File: src/rtl/neuron_pkg.sv
// neuron_pkg: shared definitions for the multi-lane neuron MAC.
//   neuron_state_e : FSM encoding (IDLE -> CALC -> DONE)
//   log2_ceil      : ceiling log2, sizes the count and index fields
//   acc_width      : signed accumulator width for a given neuron geometry
//   beats          : number of CALC cycles needed for n inputs on a given lane count
package neuron_pkg;

    typedef enum logic [1:0] {
        ST_IDLE = 2'd0,
        ST_CALC = 2'd1,
        ST_DONE = 2'd2
    } neuron_state_e;

    function automatic int log2_ceil(input int value);
        int r;
        r = 0;
        for (int i = 0; i < 31; i++) begin
            if ((1 << i) < value) r = i + 1;
        end
        return r;
    endfunction

    // One bit of headroom per doubling of the input count, plus the
    // product width and a sign guard bit.
    function automatic int acc_width(input int neuron_num, input int weight_w,
                                     input int act_w);
        return log2_ceil(neuron_num) + weight_w + act_w + 1;
    endfunction

    function automatic int beats(input int n, input int lanes);
        return (n + lanes - 1) / lanes;
    endfunction

endpackage

File: src/rtl/neuron_parallel_lane_mac.sv
// neuron_lane_mac: combinational slice of the neuron MAC.
// Selects LANES consecutive activation/weight pairs starting at element
// 'base', zeroes every lane whose element index is at or beyond 'count',
// multiplies each pair as signed values and sums the lane products.
//   inputs   in  packed activations, element i at [i*AW +: AW]
//   weights  in  packed weights, element i at [i*WW +: WW]
//   base     in  index of the first element handled this beat
//   count    in  active input count (already clamped to NEURON_NUM)
//   lane_sum out signed sum of the unmasked lane products, ACC_WIDTH wide
module neuron_lane_mac #(
    parameter int NEURON_NUM        = 5,
    parameter int LANES             = 2,
    parameter int ACTIVATION_WIDTH  = 9,
    parameter int WEIGHT_CELL_WIDTH = 16,
    parameter int ACC_WIDTH         = 29,
    parameter int IDX_W             = 4,
    parameter int NUM_W             = 4
) (
    input  logic [NEURON_NUM*ACTIVATION_WIDTH-1:0]  inputs,
    input  logic [NEURON_NUM*WEIGHT_CELL_WIDTH-1:0] weights,
    input  logic [IDX_W-1:0]                        base,
    input  logic [NUM_W-1:0]                        count,
    output logic signed [ACC_WIDTH-1:0]             lane_sum
);

    localparam int AW = ACTIVATION_WIDTH;
    localparam int WW = WEIGHT_CELL_WIDTH;

    always_comb begin
        logic [AW-1:0]               act_sel;
        logic [WW-1:0]               wt_sel;
        logic signed [ACC_WIDTH-1:0] act_ext;
        logic signed [ACC_WIDTH-1:0] wt_ext;
        lane_sum = '0;
        for (int l = 0; l < LANES; l++) begin
            act_sel = '0;
            wt_sel  = '0;
            // A lane pointing past the active count keeps zero operands, so
            // its product drops out of the sum.
            for (int i = 0; i < NEURON_NUM; i++) begin
                if ((int'(base) + l == i) && (i < int'(count))) begin
                    act_sel = inputs[i*AW +: AW];
                    wt_sel  = weights[i*WW +: WW];
                end
            end
            act_ext  = $signed({{(ACC_WIDTH-AW){act_sel[AW-1]}}, act_sel});
            wt_ext   = $signed({{(ACC_WIDTH-WW){wt_sel[WW-1]}}, wt_sel});
            lane_sum = lane_sum + act_ext * wt_ext;
        end
    end

endmodule

File: src/rtl/neuron_parallel.sv
// neuron_parallel: multi-lane neuron multiply-accumulate.
// Captures an activation vector, a weight vector and an active input count
// on three independent channels, accumulates LANES signed products per
// cycle, and presents the fixed-point sum with an overflow flag.
//
// Ports:
//   clk, rst                        clock (rising edge), async active-low reset
//   input_number/_valid/_ready      active input count n (clamped to NEURON_NUM)
//   inputs/_valid/_ready            packed activations
//   weights/_valid/_ready           packed weights
//   neuron_sum, overflow            result slice and overflow flag
//   neuron_sum_valid/_ready         result channel
//   state_dbg                       current FSM state
//
// Handshake rules (all channels): a transfer happens on a rising edge where
// valid and ready are both high. Each operand channel owns a buffer and a
// set flag; ready is simply !set, so a channel whose flag is set ignores
// valid. neuron_sum_valid depends only on the state register, never on
// neuron_sum_ready, and once high it stays high with a stable payload until
// the handshake.
//
// Build option: define NEURON_SATURATE_EN to clamp neuron_sum to the largest
// positive / most negative value when overflow is flagged; otherwise
// neuron_sum is the wrapped slice of the accumulator.
module neuron_parallel
    import neuron_pkg::*;
#(
    parameter int NEURON_NUM          = 5,
    parameter int LANES               = 2,
    parameter int NEURON_OUTPUT_WIDTH = 10,
    parameter int ACTIVATION_WIDTH    = 9,
    parameter int WEIGHT_CELL_WIDTH   = 16,
    parameter int FRACTION            = 0
) (
    input  logic                                    clk,
    input  logic                                    rst,
    input  logic [log2_ceil(NEURON_NUM):0]          input_number,
    input  logic                                    input_number_valid,
    output logic                                    input_number_ready,
    input  logic [NEURON_NUM*ACTIVATION_WIDTH-1:0]  inputs,
    input  logic                                    inputs_valid,
    output logic                                    inputs_ready,
    input  logic [NEURON_NUM*WEIGHT_CELL_WIDTH-1:0] weights,
    input  logic                                    weights_valid,
    output logic                                    weights_ready,
    output logic [NEURON_OUTPUT_WIDTH-1:0]          neuron_sum,
    output logic                                    overflow,
    output logic                                    neuron_sum_valid,
    input  logic                                    neuron_sum_ready,
    output neuron_state_e                           state_dbg
);

    localparam int NUM_W     = log2_ceil(NEURON_NUM) + 1;
    localparam int ACC_WIDTH = acc_width(NEURON_NUM, WEIGHT_CELL_WIDTH, ACTIVATION_WIDTH);
    localparam int IDX_W     = log2_ceil(NEURON_NUM + LANES) + 1;
    localparam int SUM_HI    = NEURON_OUTPUT_WIDTH + FRACTION - 1;
    localparam int HI_W      = ACC_WIDTH - SUM_HI;
    localparam int OW        = NEURON_OUTPUT_WIDTH;

    neuron_state_e state, state_next;

    logic [NEURON_NUM*ACTIVATION_WIDTH-1:0]  in_buf;
    logic [NEURON_NUM*WEIGHT_CELL_WIDTH-1:0] wt_buf;
    logic [NUM_W-1:0]                        num_buf;
    logic                                    in_set, wt_set, num_set;

    logic signed [ACC_WIDTH-1:0] acc;
    logic signed [ACC_WIDTH-1:0] lane_sum;
    logic [IDX_W-1:0]            base_q;     // first element index of the current beat

    logic [NUM_W-1:0] n_clamped;
    logic             all_set;
    logic             last_beat;
    logic             clear_flags;
    logic             can_capture;

    assign n_clamped = (num_buf > NUM_W'(NEURON_NUM)) ? NUM_W'(NEURON_NUM) : num_buf;
    assign all_set   = in_set && wt_set && num_set;
    // The current beat is the last one once it covers element n-1.
    assign last_beat = (int'(base_q) + LANES >= int'(n_clamped));
    // Flags drop on the edge that enters DONE, freeing the channels for the
    // next operands while the result waits for its consumer.
    assign clear_flags = ((state == ST_CALC) && last_beat) ||
                         ((state == ST_IDLE) && all_set && (n_clamped == '0));
    assign can_capture = (state != ST_CALC);

    neuron_lane_mac #(
        .NEURON_NUM        (NEURON_NUM),
        .LANES             (LANES),
        .ACTIVATION_WIDTH  (ACTIVATION_WIDTH),
        .WEIGHT_CELL_WIDTH (WEIGHT_CELL_WIDTH),
        .ACC_WIDTH         (ACC_WIDTH),
        .IDX_W             (IDX_W),
        .NUM_W             (NUM_W)
    ) u_lane_mac (
        .inputs   (in_buf),
        .weights  (wt_buf),
        .base     (base_q),
        .count    (n_clamped),
        .lane_sum (lane_sum)
    );

    // FSM state register
    always_ff @(posedge clk or negedge rst) begin
        if (!rst) state <= ST_IDLE;
        else      state <= state_next;
    end

    // FSM next-state logic
    always_comb begin
        state_next = state;
        case (state)
            ST_IDLE: if (all_set) state_next = (n_clamped == '0) ? ST_DONE : ST_CALC;
            ST_CALC: if (last_beat) state_next = ST_DONE;
            ST_DONE: if (neuron_sum_ready) state_next = ST_IDLE;
            default: state_next = ST_IDLE;
        endcase
    end

    // FSM outputs
    always_comb begin
        neuron_sum_valid   = (state == ST_DONE);
        input_number_ready = !num_set;
        inputs_ready       = !in_set;
        weights_ready      = !wt_set;
        state_dbg          = state;
    end

    // Operand channels
    always_ff @(posedge clk or negedge rst) begin
        if (!rst) begin
            in_buf  <= '0;
            wt_buf  <= '0;
            num_buf <= '0;
            in_set  <= 1'b0;
            wt_set  <= 1'b0;
            num_set <= 1'b0;
        end else if (clear_flags) begin
            in_set  <= 1'b0;
            wt_set  <= 1'b0;
            num_set <= 1'b0;
        end else if (can_capture) begin
            if (inputs_valid && !in_set) begin
                in_buf <= inputs;
                in_set <= 1'b1;
            end
            if (weights_valid && !wt_set) begin
                wt_buf <= weights;
                wt_set <= 1'b1;
            end
            if (input_number_valid && !num_set) begin
                num_buf <= input_number;
                num_set <= 1'b1;
            end
        end
    end

    // Accumulator and beat pointer
    always_ff @(posedge clk or negedge rst) begin
        if (!rst) begin
            acc    <= '0;
            base_q <= '0;
        end else begin
            case (state)
                ST_IDLE: begin
                    acc    <= '0;
                    base_q <= '0;
                end
                ST_CALC: begin
                    acc    <= acc + lane_sum;
                    base_q <= base_q + IDX_W'(LANES);
                end
                ST_DONE: if (neuron_sum_ready) acc <= '0;
                default: begin
                    acc    <= '0;
                    base_q <= '0;
                end
            endcase
        end
    end

    // Result formatting: the bits above the output slice (plus its sign bit)
    // must all agree for the result to be representable.
    logic [OW-1:0]   sum_slice;
    logic [HI_W-1:0] hi_bits;

    always_comb begin
        sum_slice = acc[SUM_HI:FRACTION];
        hi_bits   = acc[ACC_WIDTH-1:SUM_HI];
        overflow  = !((&hi_bits) || !(|hi_bits));
`ifdef NEURON_SATURATE_EN
        if (overflow)
            neuron_sum = acc[ACC_WIDTH-1] ? {1'b1, {(OW-1){1'b0}}} : {1'b0, {(OW-1){1'b1}}};
        else
            neuron_sum = sum_slice;
`else
        neuron_sum = sum_slice;
`endif
    end

endmodule
File: config.mk
export PLATFORM = sky130hd
export DESIGN_NAME = neuron_parallel
export DESIGN_NICKNAME = d
export VERILOG_FILES = /design/src/rtl/neuron_pkg.sv /design/src/rtl/neuron_parallel_lane_mac.sv /design/src/rtl/neuron_parallel.sv
export SDC_FILE = /design/constraint.sdc
export NUM_CORES = 1
export LEC_CHECK = 0
export CAP_MARGIN = 20
export CORE_MARGIN = 8
export CORE_UTILIZATION = 52
export DETAILED_ROUTE_END_ITERATION = 8
export PLACE_DENSITY = 0.7
export REMOVE_ABC_BUFFERS = 1
export SYNTH_ARGS = -nofsm -noshare
export SYNTH_HDL_FRONTEND = slang
export SYNTH_SLANG_ARGS = --single-unit
File: constraint.sdc
create_clock -name clk -period 27.5 [get_ports clk]
set_input_delay 5.5 -clock clk [delete_from_list [all_inputs] [get_ports clk]]
set_output_delay 5.5 -clock clk [all_outputs]
set_load 0.02 [all_outputs]
Word-level counts from Yosys, hierarchy flattened
Index checks and enable logic that the tools add are counted.
{"block": "totals", "elab_cells": 118, "inputBits": 135, "out_inout_bits": 17, "regBits": 167}
{"block": "op_classes", "magnitude_cmp": 7, "mul": 2, "mux": 38, "n_eq_ne": 14, "addsub": 5, "reduce_logical": 42, "bitwise": 1}
{"cell": "$mux 16", "n": 10}
{"cell": "$mux 9", "n": 10}
{"cell": "$eq 32x3->1 const B", "n": 2}
{"cell": "$logic_not 32->1", "n": 2}
{"cell": "$add 29x29->29", "n": 2}
{"cell": "$pmux 29 s2", "n": 1}
{"cell": "$mul 9x16->25", "n": 2}
{"cell": "$eq 32x2->1 const B", "n": 1}
{"cell": "$eq 32x4->1 const B", "n": 1}
{"cell": "$mux 29", "n": 1}
{"cell": "$reduce_and 20->1", "n": 1}
{"cell": "$reduce_or 20->1", "n": 1}
{"cell": "$logic_and 1x1->1", "n": 18}
{"cell": "$reduce_and 3->1", "n": 4}
{"cell": "$mux 1", "n": 9}
{"cell": "$eq 4x3->1 const B", "n": 2}
{"cell": "$lt 1x4->1 const A", "n": 2}
{"cell": "$lt 2x4->1 const A", "n": 2}
{"cell": "$mux 2", "n": 4}
{"cell": "$pmux 4 s2", "n": 1}
{"cell": "$reduce_bool 2->1", "n": 4}
{"cell": "$pmux 2 s3", "n": 1}
{"cell": "$reduce_and 2->1", "n": 3}
{"cell": "$add 4x1->5 const B", "n": 1}
{"cell": "other kinds (17)", "n": 24}

Logic depth before layout (Yosys ltp)
{"block": "logic_depth", "ltp_word": 13, "depth_mapped": 40, "ltp_nobuf": 39}

Cells and area by module
Synthesis repeated with hierarchy kept, for this count alone.
{"block": "unflattened", "cells_unflattened": 1996, "area_unflattened_um2": 20319.5}
{"mod": "neuron_lane_mac", "seq_area_each_um2": 0.0, "cells_each": 1350, "area_per_inst_um2": 11885.1, "n_inst": 1}
{"mod": "neuron_parallel", "seq_area_each_um2": 4154.0, "cells_each": 646, "area_per_inst_um2": 8434.3, "n_inst": 1}

Worst setup path before layout
Ideal clock, no wire load.
{"block": "synth_path", "path_kind": "reg-to-reg", "from": "register base_q[3]", "to": "register acc[28]", "arrival_ps": 8673, "n_path_buf": 2, "period_less_slack_ps": 8750, "required_ps": 27424, "slack_ps": 18750, "setup_ps": 76, "path_stages_with_launch": 35, "path_cell_list": "dfrtp_1 nor4_1 clkbuf_1 a22oi_1 nand2_1 clkbuf_1 nand2_1 fa_1 inv_1 fa_1 fa_1 fa_1 inv_1 fa_1 inv_1 ha_1 o21ai_2 a21boi_1 o311a_1 o31ai_4 a31oi_1 and4_4 a2111oi_4 xor2_1 fa_1 inv_1 ha_1 and3_1 nand3_1 o221ai_2 a41oi_2 o21ai_1 a21oi_2 xnor3_1 o21ai_1"}
{"block": "synth_between", "elab_chain_cells": 12, "elab_cells_between_ends": 46, "cone_classes": "add/sub: 3; mul: 2; eq/ne: 8; mux: 21; reduce/logical: 12"}
{"element": "start, declared", "line_no": "neuron_parallel.sv:69", "text": "logic [IDX_W-1:0] base_q;"}
{"element": "start signal, assigned", "line_no": "neuron_parallel.sv:171", "text": "base_q <= base_q + IDX_W'(LANES);"}
{"element": "$add 4x1->5", "line_no": "neuron_parallel_lane_mac.sv:41", "text": "if ((int'(base) + l == i) && (i < int'(count))) begin"}
{"element": "$logic_not 32->1", "line_no": "neuron_parallel_lane_mac.sv:41"}
{"element": "$logic_and 1x1->1", "line_no": "neuron_parallel_lane_mac.sv:41"}
{"element": "$mux 9 or $mux 16 (tied branches) (5 in a row)", "line_no": "neuron_parallel_lane_mac.sv:41"}
{"element": "$mul 9x16->25", "line_no": "neuron_parallel_lane_mac.sv:48", "text": "lane_sum = lane_sum + act_ext * wt_ext;"}
{"element": "$add 29x29->29 (*)", "line_no": "neuron_parallel_lane_mac.sv:48"}
{"element": "$add 29x29->29 (*)", "line_no": "neuron_parallel.sv:170", "text": "acc <= acc + lane_sum;"}
{"element": "$pmux 29 s2 (*)", "line_no": "neuron_parallel.sv:164", "text": "case (state)"}
{"element": "end signal, assigned", "line_no": "neuron_parallel.sv:170"}
{"element": "end, declared", "line_no": "neuron_parallel.sv:67", "text": "logic signed [ACC_WIDTH-1:0] acc;"}
Every way passes the cells marked *; elsewhere a longest branch is shown, timed or not.
A chain may end at the register's enable or synchronous reset.

Worst setup path after layout
{"block": "layout_path", "from": "register num_buf[3]", "to": "register acc[28]"}
{"block": "layout_between", "elab_chain_cells": 13, "elab_cells_between_ends": 42, "cone_classes": "add/sub: 2; mul: 2; order compare: 6; mux: 22; reduce/logical: 10"}
{"element": "start, declared", "line_no": "neuron_parallel.sv:64", "text": "logic [NUM_W-1:0] num_buf;"}
{"element": "start signal, assigned", "line_no": "neuron_parallel.sv:152", "text": "num_buf <= input_number;"}
{"element": "$gt 4x3->1", "line_no": "neuron_parallel.sv:77", "text": "assign n_clamped = (num_buf > NUM_W'(NEURON_NUM)) ? NUM_W'(NEURON_NUM) : num_buf;"}
{"element": "$mux 4 (*)", "line_no": "neuron_parallel.sv:77"}
{"element": "$lt 1x4->1", "line_no": "neuron_parallel_lane_mac.sv:41"}
{"element": "$logic_and 1x1->1", "line_no": "neuron_parallel_lane_mac.sv:41"}
{"element": "$mux 9 or $mux 16 (tied branches) (5 in a row)", "line_no": "neuron_parallel_lane_mac.sv:41"}
{"element": "$mul 9x16->25", "line_no": "neuron_parallel_lane_mac.sv:48"}
{"element": "$add 29x29->29 (*)", "line_no": "neuron_parallel_lane_mac.sv:48"}
{"element": "$add 29x29->29 (*)", "line_no": "neuron_parallel.sv:170"}
{"element": "$pmux 29 s2 (*)", "line_no": "neuron_parallel.sv:164"}
Marks and branches as above.

==> qor.yml <==
outcome:
  status: "completed"
finish:
  final_util: 0.603
  drive_gt1_frac: 0.111
  multi_input_area_um2: 13200
  n_antenna_cell: 0
  fin_nets: 2561
  fillerInstances: 3039
  syn_to_final_growth_pct: 13.9
  design_area_um2: 21400
  area.sequential_um2: 4150
logic_synthesis:
  synth_edf_count: 0
  synth.distinct_cells: 76
  synthCells: 1893
  yosysWarnings: 0
  synth_flop_cell: "dfrtp_1"
  avgSynthCellArea_um2: 9.94
  synth_top_area_frac: 0.284
  yosysSeqAreaShare: 0.221
  yosys-top-cells-area: "fa_1, dfrtp_1, ha_1"
  syn_area_um2: 18800
  async_flop_share: 1.00
  synthTopCellsByCount: "inv_1, fa_1, nand2_1"
  yosys.area.top_type: "fa_1"
  synth-seq-cells: 166
  yosysMostFrequentCell: "inv_1"
flow_run:
  cap_violations: 0
timing:
  tightest_slew_ns: 1.21
  finClkSkew_ns: 0.0179
  max_freq_mhz: 108
  setup_tns_ns: 0
  rsz0062_at_grt: "no"
  finalHoldViolations: 0
  setup_viol: 0
  period_minus_slack_ns: 9.27
  holdWs_ns: 0.509
  fin_crit_sh: 0.337
  relSlewSlack: 0.191
  drv_slew: 0
global_routing:
  grt_pass1_wl_um: 72300
  grt.total_usage: 0.209
  grt_pass1_vias: 14800
  grt_overflow: 0
  grt_max_degree: 64
  antenna_found_initial: 0
critical_path:
  end_kind: "flip-flop"
  crit_arrival_ns: 9.65
  cpPeakStageDelay_ns: 0.62
  worstPathMaxFanout: 25
  cp_slowest_cell: "nor4_1"
  crit_type: "flip-flop to flip-flop"
  crit_top_cell: "fa_1"
  cp-start-kind: "flip-flop"
  critPathRequiredTime_ns: 27.88
place:
  gp_routability_congestion: 0.910
  placed_cell_area_um2: 20800
  dp_hpwl_um: 34900
  port_buffers: 151
die:
  rows: 69
  boundaryPins: 152
  die_h_um: 206
  initial_utilization: 0.529
  core_um2: 35600
  die_width_um: 206
  dieArea_um2: 42500
clocking:
  cts_tree: "done"
  ctsHoldBuffers: 0
  clkSlewWorstSetupHoldPaths_ns: 0.08
  cts_resized: 0
  clk_latency_ns: 0.46
  clockBufferDepth: 2
  cts_htree_levels: 4
  cts-buffers-inserted: 17
  clock-sinks: 166
  root_buffer: "clkbuf_16"
  postCtsSetupRepairBufs: 0
detailed_routing:
  vias_per_cell: 5.40
  remaining_drc_errors: 0
  routed_wl_um: 42000
  first_iter_violations: 661
  firstDrtPassIters: 5
  ant_nets: 0
  wire_per_inst_um: 16.8
  vias: 13500
hold_path:
  hp-class: "flip-flop to flip-flop"
## final cells by class
| cell class | count | share of cell area |
|---|---|---|
| Clock buffer | 19 | 0.0211 |
| Inverter | 307 | 0.0538 |
| Sequential cell | 166 | 0.194 |
| Clock inverter | 13 | 0.00741 |
| Multi-Input combinational cell | 1357 | 0.618 |
| Tap cell | 461 | 0.0269 |
| Timing Repair Buffer | 175 | 0.0790 |
## layer usage
metal / vias up / GRT usage / wire (um)
li1: 6385 / - / -
met2: 315 / 0.354 / 20700
met5: - / 0 / 0
met1: 6735 / 0.273 / 18700
met4: 0 / 0.0588 / 893
met3: 57 / 0.0381 / 1730
## critical path: cells and delay by family, from the launching register on
kind	cells	cell delay, ns
xor+xnor	2	0.45
simple gates	7	1.77
buf+inv	5	0.47
fa+ha+maj	8	3.50
compound gates	12	2.53
flops	1	0.42
## stage by stage
step,std cells,setup WS [ns]
after global placement,2466,18.49
final,2498,18.23
after global routing,2498,17.52
after CTS,2498,18.26
after floorplan,1830,17.36
after detailed placement,2466,18.29
## flip-flops by register name (all words and copies together) (netlist names)
signal / count
wt_set: 1
in_buf: 45
base_q: 3
wt_buf: 80
acc: 29
state_dbg: 2
num_buf: 4
in_set: 1
num_set: 1
## cells in the final DEF, fill, tap and decap left out, types with 7 or more instances in the layout
| cell type | instances |
|---|---|
| xor2_1 | 30 |
| nor2b_1 | 7 |
| fa_1 | 267 |
| a21o_1 | 29 |
| clkdlybuf4s50_1 | 150 |
| nand2b_1 | 25 |
| dfrtp_1 | 166 |
| a22oi_1 | 42 |
| o21ai_0 | 33 |
| buf_4 | 24 |
| nand4_1 | 8 |
| nor2_1 | 179 |
| nor3_1 | 7 |
| ha_1 | 135 |
| xnor2_1 | 42 |
| clkbuf_16 | 17 |
| a22o_1 | 25 |
| o21bai_1 | 10 |
| and2_1 | 19 |
| inv_1 | 307 |
| or2_2 | 8 |
| nand2_1 | 187 |
| nand3_1 | 15 |
| a21oi_1 | 54 |
| mux2_2 | 130 |
## final timing paths
kind | start | endpoint | slack, ns | cells past startpoint
max reg2reg | num_buf[3]$_DFFE_PN0P_ | acc[28]$_DFFE_PN0P_ | 18.23 | 34
min reg2reg | wt_buf[65]$_DFFE_PN0P_ | wt_buf[65]$_DFFE_PN0P_ | 0.51 | 1
min in group asynchronous | rst | wt_buf[29]$_DFFE_PN0P_ | 4.97 | 1
max | num_buf[3]$_DFFE_PN0P_ | acc[28]$_DFFE_PN0P_ | 18.23 | 34
max in group asynchronous | rst | in_buf[7]$_DFFE_PN0P_ | 21.34 | 2
min | wt_buf[65]$_DFFE_PN0P_ | wt_buf[65]$_DFFE_PN0P_ | 0.51 | 1
## cells by family after synthesis
logic type	Yosys count	share of synthesized area
flip-flops	166	0.221
XOR/XNOR	74	0.0356
adder cells (fa/ha/maj)	402	0.374
multiplexers	132	0.0789
other	1	0.000199
buffers and inverters	370	0.0768
AO/OA/AOI/OAI	260	0.100
AND/OR/NAND/NOR	488	0.114
Power is left out: the tool's default activity adds up to more than one toggle a clock period on the data nets, which glitch-free logic cannot reach.
